<file path="src/rtl/sll_seq_shifter_pkg.sv">
// Shared definitions for the sequential shift-left-logical unit:
// default geometry, FSM state encoding and the last-stage index.
`timescale 1ns/1ps
package shifter_pkg;

    localparam int WIDTH_DEF  = 32;
    localparam int SHW_DEF    = 5;
    localparam int LAST_STAGE = SHW_DEF - 1;

    typedef enum logic [1:0] {
        ST_IDLE  = 2'b00,
        ST_SHIFT = 2'b01,
        ST_DONE  = 2'b10
    } state_e;

endpackage

</file>
<file path="src/rtl/sll_seq_shifter_stage.sv">
// One shared barrel stage: shifts left by 2^stage with zero fill when
// enabled, otherwise passes the word through unchanged.
`timescale 1ns/1ps
module sll_stage
    import shifter_pkg::*;
#(
    parameter int WIDTH = WIDTH_DEF,
    parameter int SHW   = SHW_DEF
) (
    input  logic [WIDTH-1:0] work_i,
    input  logic [SHW-1:0]   stage_i,
    input  logic             en_i,
    output logic [WIDTH-1:0] work_o
);

    // Candidate result for every stage distance, one 2:1 mux per bit
    // with zero as the fill input for the low bits.
    logic [WIDTH-1:0] cand [SHW];

    for (genvar s = 0; s < SHW; s++) begin : g_stage
        for (genvar b = 0; b < WIDTH; b++) begin : g_bit
            if (b >= (1 << s)) begin : g_src
                assign cand[s][b] = work_i[b - (1 << s)];
            end else begin : g_fill
                assign cand[s][b] = 1'b0;
            end
        end
    end

    // Pick the candidate for the current stage; stage indices past the
    // last stage never occur during an operation and pass through.
    always_comb begin
        work_o = work_i;
        if (en_i) begin
            for (int s = 0; s < SHW; s++) begin
                if (stage_i == SHW'(s)) begin
                    work_o = cand[s];
                end
            end
        end
    end

endmodule

</file>
<file path="src/rtl/sll_seq_shifter.sv">
// Multi-cycle 32-bit shift-left-logical unit. Applies one barrel stage
// (1, 2, 4, 8, 16) per clock through a single shared stage mux, under a
// start/busy/done handshake. Latency is a fixed 6 cycles from start.
`timescale 1ns/1ps
module sll_seq_shifter
    import shifter_pkg::*;
#(
    parameter int WIDTH = WIDTH_DEF,   // must be a power of two
    parameter int SHW   = SHW_DEF      // log2(WIDTH)
) (
    input  logic             clk,
    input  logic             rst_n,
    input  logic             start,
    input  logic [WIDTH-1:0] in1,
    input  logic [WIDTH-1:0] in2,
    output logic             busy,
    output logic             done,
    output logic [WIDTH-1:0] res
);

    localparam int LAST = SHW - 1;

    state_e           state_q;
    logic [WIDTH-1:0] work_q;
    logic [WIDTH-1:0] work_d;
    logic [SHW-1:0]   shamt_q;
    logic [SHW-1:0]   stage_q;
    logic [WIDTH-1:0] res_q;
    logic             busy_q;
    logic             done_q;
    logic             stage_en;

    // Only the low SHW bits of the shift-amount source are meaningful.
    logic in2_unused;
    assign in2_unused = ^in2[WIDTH-1:SHW];

    // Select the shift-amount bit that controls the current stage.
    always_comb begin
        stage_en = 1'b0;
        for (int s = 0; s < SHW; s++) begin
            if (stage_q == SHW'(s)) begin
                stage_en = shamt_q[s];
            end
        end
    end

    sll_stage #(
        .WIDTH (WIDTH),
        .SHW   (SHW)
    ) u_stage (
        .work_i  (work_q),
        .stage_i (stage_q),
        .en_i    (stage_en),
        .work_o  (work_d)
    );

    // Control FSM plus datapath registers; busy/done are registered so
    // start has no combinational path to any output.
    always_ff @(posedge clk or negedge rst_n) begin
        if (!rst_n) begin
            state_q <= ST_IDLE;
            work_q  <= '0;
            shamt_q <= '0;
            stage_q <= '0;
            res_q   <= '0;
            busy_q  <= 1'b0;
            done_q  <= 1'b0;
        end else begin
            case (state_q)
                ST_IDLE, ST_DONE: begin
                    // DONE accepts a new start exactly like IDLE so that
                    // operations can run back to back.
                    done_q <= 1'b0;
                    if (start) begin
                        work_q  <= in1;
                        shamt_q <= in2[SHW-1:0];
                        stage_q <= '0;
                        busy_q  <= 1'b1;
                        state_q <= ST_SHIFT;
                    end else begin
                        busy_q  <= 1'b0;
                        state_q <= ST_IDLE;
                    end
                end
                ST_SHIFT: begin
                    work_q  <= work_d;
                    stage_q <= stage_q + SHW'(1);
                    if (stage_q == SHW'(LAST)) begin
                        res_q   <= work_d;
                        busy_q  <= 1'b0;
                        done_q  <= 1'b1;
                        state_q <= ST_DONE;
                    end
                end
                default: begin
                    busy_q  <= 1'b0;
                    done_q  <= 1'b0;
                    state_q <= ST_IDLE;
                end
            endcase
        end
    end

    assign busy = busy_q;
    assign done = done_q;
    assign res  = res_q;

endmodule

</file>
<file path="config.mk">
export PLATFORM = sky130hd
export DESIGN_NAME = sll_seq_shifter
export DESIGN_NICKNAME = d
export VERILOG_FILES = /design/src/rtl/sll_seq_shifter_pkg.sv /design/src/rtl/sll_seq_shifter_stage.sv /design/src/rtl/sll_seq_shifter.sv
export SDC_FILE = /design/constraint.sdc
export NUM_CORES = 1
export LEC_CHECK = 0
export ABC_AREA = 1
export CAP_MARGIN = 20
export CORE_ASPECT_RATIO = 0.5
export CORE_MARGIN = 2
export CORE_UTILIZATION = 48
export DETAILED_ROUTE_END_ITERATION = 10
export PLACE_DENSITY = 0.77
export SLEW_MARGIN = 20
export SYNTH_ARGS = -nofsm -noshare
export SYNTH_HDL_FRONTEND = slang
export SYNTH_SLANG_ARGS = --single-unit
</file>
<file path="constraint.sdc">
create_clock -name clk -period 1.9 [get_ports clk]
set_clock_uncertainty 0.1 [all_clocks]
set_input_delay 0.285 -clock clk [delete_from_list [all_inputs] [get_ports clk]]
set_output_delay 0.285 -clock clk [all_outputs]
set_load 0.05 [all_outputs]
</file>
==> Word level (Yosys, flattened, before mapping) <==
Index checks and enable logic that the tools add are counted.
{ "word_totals": {"reg_bits": 78, "input_bits": 67, "out_inout_bits": 34, "elab_cells": 46} }
{ "classes": {"n_addsub": 1, "n_eq_ne": 8, "n_mux": 23, "n_reduce_logical": 7} }
{ "op_table": {"columns": ["op", "count"], "rows": [
  ["2-to-1 mux 32 bit", 7],
  ["case mux 32 bit (2 select lines)", 1],
  ["== test 5 x 2 -> 1 bit, second input constant", 2],
  ["2-to-1 mux 1 bit", 10],
  ["case mux 5 bit (2 select lines)", 1],
  ["AND reduction 2 bit", 3],
  ["adder 5 x 1 -> 5 bit, second input constant", 1],
  ["== test 5 x 1 -> 1 bit, second input constant", 1],
  ["== test 5 x 3 -> 1 bit, second input constant", 1],
  ["logical NOT 5 bit", 1],
  ["2-to-1 mux 5 bit", 1],
  ["!= test 2 bit, second input constant", 2],
  ["case mux 2 bit (2 select lines)", 1],
  ["== test 2 x 1 -> 1 bit, second input constant", 1],
  ["== test 2 bit, second input constant", 1],
  ["logical NOT 2 bit", 1],
  ["2-to-1 mux 2 bit", 1],
  ["case mux 1 bit (2 select lines)", 1],
  ["nonzero test 2 bit", 1],
  ["OR reduction 2 bit", 1]
]} }

==> Longest topological paths before layout <==
Gate-level depths: netlist (run 1).
{ "logic_depth": {"word_depth": 8, "ltp_mapped": 15, "mapped_depth_nobuf": 14} }

==> Cells and area by module <==
A second synthesis (run 1) with hierarchy kept.
{ "unflattened": {"hier_cells": 866, "hier_area_um2": 5751.8} }
{ "by_module_without_submodules": {"columns": ["module", "n_inst", "cells_each", "area_per_inst_um2", "seq_area_each_um2"], "rows": [
  ["sll_seq_shifter", 1, 394, 3412.0, 1926.8],
  ["sll_stage", 1, 472, 2339.7, 0.0]
]} }

==> Worst setup path before layout (run 1) <==
OpenSTA, ideal clock, no wires.
{ "synth_timing": {"path_kind": "flip-flop to flip-flop", "start": "register stage_q[0]", "end": "register res_q[20], in the netlist res[20]", "setup_time_ps": 118, "arrival_time_ps": 1863, "required_ps": 1682, "setup_slack_ps": -181, "stages_incl_launch_ff": 16, "n_path_buf": 2, "synth_period_minus_slack_ps": 2081, "path_cell_list": "dfrtp_1 > inv_1 > ha_1 > inv_1 > nor2_1 > nand2_2 > nand2_2 > buf_4 > inv_2 > buf_4 > nand2_1 > nand3_1 > nor2_1 > nand2_1 > nand3_1 > nand2_1"} }
{ "synth_between": {"elab_chain_cells": 7, "elab_cells_between_ends": 17, "classes_between": "eq/ne (4); mux (11); reduce/logical (2)"} }
{ "synth_rtl": {"columns": ["element", "line_no", "source"], "rows": [
  ["start: declaration", "sll_seq_shifter.sv:27", "logic [SHW-1:0] stage_q;"],
  ["start signal: assignment", "sll_seq_shifter.sv:87", "stage_q <= stage_q + SHW'(1);"],
  ["logical NOT 5 bit", "sll_seq_shifter_stage.sv:36, sll_seq_shifter.sv:41", null],
  ["2-to-1 mux 32 bit or 2-to-1 mux 1 bit (tied branches) (5 in a row)", "sll_seq_shifter_stage.sv:36, sll_seq_shifter.sv:41", null],
  ["2-to-1 mux 32 bit", "sll_seq_shifter_stage.sv:34", "if (en_i) begin"],
  ["end signal: assignment", "sll_seq_shifter.sv:89", "res_q <= work_d;"],
  ["end: declaration", "sll_seq_shifter.sv:28", "logic [WIDTH-1:0] res_q;"]
]} }
Parallel ways exist; a longest one is shown, timed or not.
A chain may end at the register's enable or synchronous reset.

==> Worst setup path after layout (run 1) <==
{ "layout_timing": {"start": "register stage_q[0]", "end": "register work_q[17]"} }
{ "layout_between": {"elab_chain_cells": 8, "elab_cells_between_ends": 17, "classes_between": "eq/ne (4); mux (12); reduce/logical (1)"} }
{ "layout_rtl": {"columns": ["element", "line_no", "source"], "rows": [
  ["logical NOT 5 bit", "sll_seq_shifter_stage.sv:36, sll_seq_shifter.sv:41", null],
  ["2-to-1 mux 32 bit or 2-to-1 mux 1 bit (tied branches) (5 in a row)", "sll_seq_shifter_stage.sv:36, sll_seq_shifter.sv:41", null],
  ["2-to-1 mux 32 bit *", "sll_seq_shifter_stage.sv:34", null],
  ["case mux 32 bit (2 select lines) *", "sll_seq_shifter.sv:69", "case (state_q)"],
  ["end signal: assignment", "sll_seq_shifter.sv:75", "work_q <= in1;"],
  ["end signal: assignment", "sll_seq_shifter.sv:86", "work_q <= work_d;"],
  ["end: declaration", "sll_seq_shifter.sv:24", "logic [WIDTH-1:0] work_q;"]
]} }
Every way passes the cells marked *; elsewhere a longest branch is shown, timed or not.

==> results of run 1 <==
timing repair:
action / CTS / global route
hold buffers: 1 / 0
setup endpoints to repair: 65 / 67
gates resized for setup: 45 / 97
endpoints found under the hold margin: 50 / 0
pin swaps: 8 / 13
setup buffers: 8 / 4
cloned: 4 / 6
synth_stat cells:
master,instances
nand2_4,1
inv_1,98
nor3_1,9
inv_2,1
o21ai_0,57
dfrtp_1,77
nand3_1,123
nor2_4,1
nand2_2,5
nor4_1,1
nand2_1,364
o32ai_1,1
ha_1,4
clkbuf_1,27
buf_1,1
o22ai_1,1
a21oi_4,1
a21oi_1,7
nor2_1,76
o211ai_1,3
o211ai_2,1
nor2_2,6
buf_2,11
buf_4,3
sequential cells by signal, indices dropped and copies added (netlist names):
register / flops
work_q: 32
busy: 1
shamt_q: 5
done: 1
stage_q: 5
state_q: 1
res: 32
per-stage QoR:
step	setup WS (ps)	hold WS, ps	setup TNS, ps	std cells	cell area (sq um)
final	-203	230	-9830	1151	7740
after global routing	-286	246	-14920	1151	7740
after CTS	-132	226	-6420	1141	7210
after detailed placement	-197	42.5	-9220	1112	6590
after global placement	-143	41.0	-6630	1112	6590
after floorplan	4.14	-111	0	879	5420
cell type report:
type | count | area (sq um)
fill | 882 | 3170
multi-input combinational | 661 | 3280
timing repair buffer | 153 | 1660
tap | 145 | 181
clock buffer | 10 | 239
inverter | 99 | 387
sequential | 77 | 1930
clock inverter | 6 | 62.6
final timing paths:
kind                            start    endpoint  slack (ps)  cells past startpoint
setup / recovery           stage_q[0]  work_q[17]        -200                     13
hold / removal                  rst_n      res[4]         230                      2
setup reg to reg           stage_q[0]  work_q[17]        -200                     13
hold reg to reg                res[0]      res[0]         370                      2
max in group asynchronous       rst_n  work_q[23]         830                      3
min in group clk               res[0]      res[0]         370                      2
worst max-delay path: cells and delay by family, from the launching register on:
kind | cells | cell delay [ps]
buffers and inverters | 5 | 480
adder cells (fa/ha/maj) | 1 | 140
AND/OR/NAND/NOR | 6 | 660
AO/OA/AOI/OAI | 1 | 150
flip-flops | 1 | 450
layer usage:
metal	track usage [%]	vias up	wire length (microns)
met5	0	-	0
met4	7.04	0	467
met3	8.56	63	2490
met2	45.3	441	8120
met1	43.3	2918	8140
li1	-	2980	-
cells by family after synthesis:
| logic type | after synthesis | share of synthesized area [%] |
|---|---|---|
| AO/OA/AOI/OAI | 71 | 7.26 |
| adder cells (fa/ha/maj) | 4 | 0.939 |
| buffers and inverters | 141 | 10.4 |
| flip-flops | 77 | 36.2 |
| AND/OR/NAND/NOR | 586 | 45.2 |
==> out/results.txt, run 1 <==
failing checks -> setup timing
WP data arrival -> 2230 ps
Initial Util -> 48.8%
die width -> 153 microns
# IOs -> 101
Synth area leader -> dfrtp_1
port buffer count -> 73
Routed WL -> 19,200 microns
Final Wtd Congestion -> 0.956
Max Cap Viol -> 0
Startpoint Class -> flip-flop
Seq/Total Area, Yosys -> 36.2%
CP Cell Sequence -> inv_4, ha_4, inv_2, nor2_4, nand2_4, nand2_4, inv_4, a21oi_4, buf_12, clkbuf_16, nand2_1, nand3_1, nand2_1
initial antenna violation count -> 0
TritonCTS clock tree -> built
Syn Nets -> 950
Slew @ Worst Pin -> 502 ps
crit-path max FO -> 5
Final Hold Vio Count -> 0
global route total overflow -> 0
Clk Latency, worst-skew pair -> 340 ps
top post-synthesis cells by area -> dfrtp_1 36%, nand2_1 26%, nand3_1 12%, inv_1 6.9%, o21ai_0 5.4%
HPWL Detailed -> 11,700 microns
number of H-tree levels -> 3
fin nets -> 1,072
Unique masters post-synth -> 24
CTS Root Cell -> clkbuf_16
endpoints failing setup -> 64
layout cells sized above 1 -> 23.4%
Die Ht -> 78.5 microns
total core area -> 10,900 sq um
Num CTS Buffers -> 9
Residual DRC -> 0
crit path kind -> flip-flop to flip-flop
area share of the largest cell type after synthesis -> 36.2%
number of global-route vias before repair -> 5,853
diodes inserted -> 0
RSZ-0062 raised after global routing -> yes
commonest non-fill, non-tap cell in the layout -> nand2_1
final setup margin -> -203 ps
Longest Clk Path Bufs -> 2
element type at the critical path end -> flip-flop
FMAX -> 476 MHz
DRT iter0 DRCs -> 775
routed via count -> 6,402
most frequent cells in the layout -> 329 x nand2_1, 95 x nand3_1, 89 x inv_1
first-pass GRT wire length -> 29,200 microns
Yosys Warn Count -> 0
Die ar. -> 12,000 sq um
CTS sink cnt -> 77
max-slew violation count -> 0
vias per cell -> 5.56
status -> finished with violations
final worst-path cycle share -> 111%
hold crit path type -> input port to async pin
Syn Std Cell Area -> 5330 sq um
Crit path largest cell delay -> 450 ps
Required @ worst endpoint -> 2030 ps
FF+latch count, synth -> 77
slew margin rel. -> 66.5%
gr usage total -> 30.2%
slowest CP cell -> dfrtp_2
crit path time final -> 2100 ps
Mapped Cells -> 879
drt first pass iters -> 6
# rows -> 27
Area growth, synth to finish -> 45.3%
WL/cell -> 16.7 microns
Antenna Violating Nets Remaining -> 0
Finished Core Util -> 70.9%
syn avg cell area -> 6.06 sq um
largest net degree at the start of global routing -> 40
Clock Pin Slew Worst Setup and Hold Paths -> 60 ps
Power of run 1 is not shown: default switching activity piles up to over one toggle a cycle in this logic, so the estimate is an artifact.
==> run 2: changes to the inputs <==
--- a/config.mk
+++ b/config.mk
@@ -9,10 +9,12 @@
 export CAP_MARGIN = 20
 export CORE_ASPECT_RATIO = 0.5
 export CORE_MARGIN = 2
-export CORE_UTILIZATION = 48
+export CORE_UTILIZATION = 49
 export DETAILED_ROUTE_END_ITERATION = 10
-export PLACE_DENSITY = 0.77
+export PLACE_DENSITY = 0.78
 export SLEW_MARGIN = 20
 export SYNTH_ARGS = -nofsm -noshare
 export SYNTH_HDL_FRONTEND = slang
+export SYNTH_HIERARCHICAL = 1
 export SYNTH_SLANG_ARGS = --single-unit
+export TNS_END_PERCENT = 10
==> out/results.txt, run 2 <==
global route total overflow -> 0 (unchanged)
crit-path max FO -> 7 (+2)
CP Buf/Inv Count -> 3 (-2)
met3 wire length -> 1760 microns (-29%)
port buffer count -> 73 (unchanged)
die width -> 157 microns (+2.8%)
# rows -> 27 (unchanged)
placed insts -> 1,096 (-1.4%)
element type at the critical path end -> flip-flop
Synth area leader -> dfrtp_1
CP Cell Sequence -> ha_2, inv_1, nor2_1, nor2_2, nand2_4, nand2_8, clkinv_8, buf_4, nor3_2, a21oi_1, nand2_1, nand2_1, nand3_1
Seq/Total Area, Yosys -> 33.5% (-2.7 points)
Finished Core Util -> 68.0% (-3.0 points)
area share of the largest cell type after synthesis -> 33.5% (-2.7 points)
Area growth, synth to finish -> 32.5%
Num CTS Buffers -> 9 (unchanged)
Die Ht -> 80.6 microns (+2.7%)
number of global-route vias before repair -> 5,826 (-0.46%)
CP delay by family, top -> simple AND/OR/NAND/NOR gates
final setup margin -> -296 ps (-93.8 ps)
cell mode on critical path -> nand2_1
# IOs -> 101 (unchanged)
Final Wtd Congestion -> 0.952 (-0.45%)
Final Hold Vio Count -> 0 (unchanged)
largest net degree at the start of global routing -> 78 (+95%)
FF+latch count, synth -> 77 (unchanged)
status -> finished with violations
Clk Latency, worst-skew pair -> 350 ps (about the same)
drt first pass iters -> 5 (-1)
count leader, synth -> nand2_1
Required @ worst endpoint -> 2080 ps (+50 ps)
top post-synthesis cells by area -> dfrtp_1 34%, nand2_1 24%, nand3_1 5.6%, nand4_1 5.3%, inv_1 4.5%
CTS Root Cell -> clkbuf_16
metal1 wirelength -> 8780 microns (+7.9%)
design area -> 7620 sq um (-1.5%)
vias per cell -> 5.62 (+1.1%)
fin nets -> 1,032 (-3.7%)
failing checks -> setup timing
CTS sink cnt -> 77 (unchanged)
Max Cap Viol -> 0 (unchanged)
Unique masters post-synth -> 31 (+29%)
slew margin rel. -> 60.4% (-6.1 points)
Post-synth ARST share -> 100% (unchanged)
hold crit path type -> input port to async pin
Syn Nets -> 937 (-1.4%)
crit path time final -> 2200 ps (+93.8 ps)
diodes inserted -> 0 (unchanged)
synth cell count leaders -> 363 x nand2_1, 77 x dfrtp_1, 69 x inv_1
Antenna Violating Nets Remaining -> 0 (unchanged)
Routed WL -> 19,200 microns (about the same)
total core area -> 11,200 sq um (+2.8%)
Crit path largest cell delay -> 460 ps (about the same)
routed via count -> 6,328 (-1.2%)
syn avg cell area -> 6.64 sq um (+9.6%)
Clock Pin Slew Worst Setup and Hold Paths -> 70 ps (about the same)
hold_ws -> 361 ps (+131 ps)
RSZ-0062 raised after global routing -> yes
EDFF count, synth -> 0 (unchanged)
Longest Clk Path Bufs -> 2 (unchanged)
slowest CP cell -> dfrtp_2
endpoints failing setup -> 64 (unchanged)
Mapped Cells -> 866 (-1.5%)
gr usage total -> 30.1% (-0.14 points)
ys flop type -> dfrtp_1
Initial Util -> 51.3% (+2.5 points)
HPWL Detailed -> 12,200 microns (+3.8%)
Syn Std Cell Area -> 5750 sq um (+8.0%)
crit path kind -> flip-flop to flip-flop
Yosys Warn Count -> 6 (+6)
Slew @ Worst Pin -> 594 ps (+91.9 ps)
FMAX -> 455 MHz (-4.3%)
first-pass GRT wire length -> 29,800 microns (+2.1%)
met2 wirelength from detailed routing -> 8470 microns (+4.4%)
initial antenna violation count -> 0 (unchanged)
WL/cell -> 17.1 microns (+2.3%)
final worst-path cycle share -> 116% (+4.9 points)
commonest non-fill, non-tap cell in the layout -> nand2_1
WP data arrival -> 2380 ps (+150 ps)
placed cell area -> 6820 sq um (+3.4%)
most frequent cells in the layout -> 348 x nand2_1, 75 x dfrtp_1, 74 x buf_4
Startpoint Class -> flip-flop
max-slew violation count -> 0 (unchanged)
layout cells sized above 1 -> 21.6% (-1.7 points)
Residual DRC -> 0 (unchanged)
Die ar. -> 12,700 sq um (+5.5%)
TritonCTS clock tree -> built
number of H-tree levels -> 3 (unchanged)
Post-Layout Cell Count -> 1,125 (-2.3%)
Top Layer Used -> met4
DRT iter0 DRCs -> 739 (-4.6%)
-- run 2: layer usage --
metal | vias to the layer above | global-route usage [%]
li1 | 3012 | -
met1 | 2986 | 42.1
met2 | 301 | 46.6
met3 | 29 | 6.91
met4 | 0 | 8.36
met5 | - | 0
-- run 2: tightest hold or removal path, stage by stage --
cell	delay, ps
dlygate4sd3_1	530
buf_4	120
buf_12	290
-- run 2: area by class of cell --
class / count / area [sq um]
Multi-Input combinational cell: 651 / 3430
Timing Repair Buffer: 141 / 1430
Sequential cell: 77 / 1930
Timing Repair inverter: 2 / 17.5
Fill cell: 1007 / 3590
Inverter: 79 / 317
Tap cell: 159 / 199
Clock buffer: 11 / 243
Clock inverter: 5 / 58.8
-- run 2: cells by family (layout without fill, tap and decap cells) --
kind of cell             after synthesis  count (layout)  share of synthesized area, %
AND/OR/NAND/NOR                      526             526                          40.9
buffers and inverters                138             238                          12.1
AO/OA/AOI/OAI                        121             121                          12.6
flip-flops                            77              77                          33.5
adder cells (fa/ha/maj)                4               4                         0.870
-- run 2: timing repair --
action,CTS,global route
hold buffers,1,0
setup buffers,5,3
gates resized for setup,29,52
setup endpoints to repair,63,66
cloned,0,4
endpoints found under the hold margin,77,0
pin swaps,16,22
-- run 2: worst paths after layout --
kind	start	end	slack, ps	cells past startpoint
worst max-delay path	stage_q[0]	work_q[28]	-300	13
worst max register to register	stage_q[0]	work_q[28]	-300	13
worst min register to register	res[24]	res[24]	390	2
min in group clk	in2[3]	shamt_q[3]	370	3
max in group asynchronous	rst_n	stage_q[0]	880	3
worst min-delay path	rst_n	busy	360	3
-- run 2: through the flow --
| stage | worst slack (ps) | setup TNS [ps] |
|---|---|---|
| after floorplan | 11.2 | 0 |
| after global placement | -146 | -6020 |
| after detailed placement | -220 | -9540 |
| after CTS | -169 | -7320 |
| after global routing | -415 | -23230 |
| final | -296 | -15110 |
Power of run 2 is left out for the same reason.
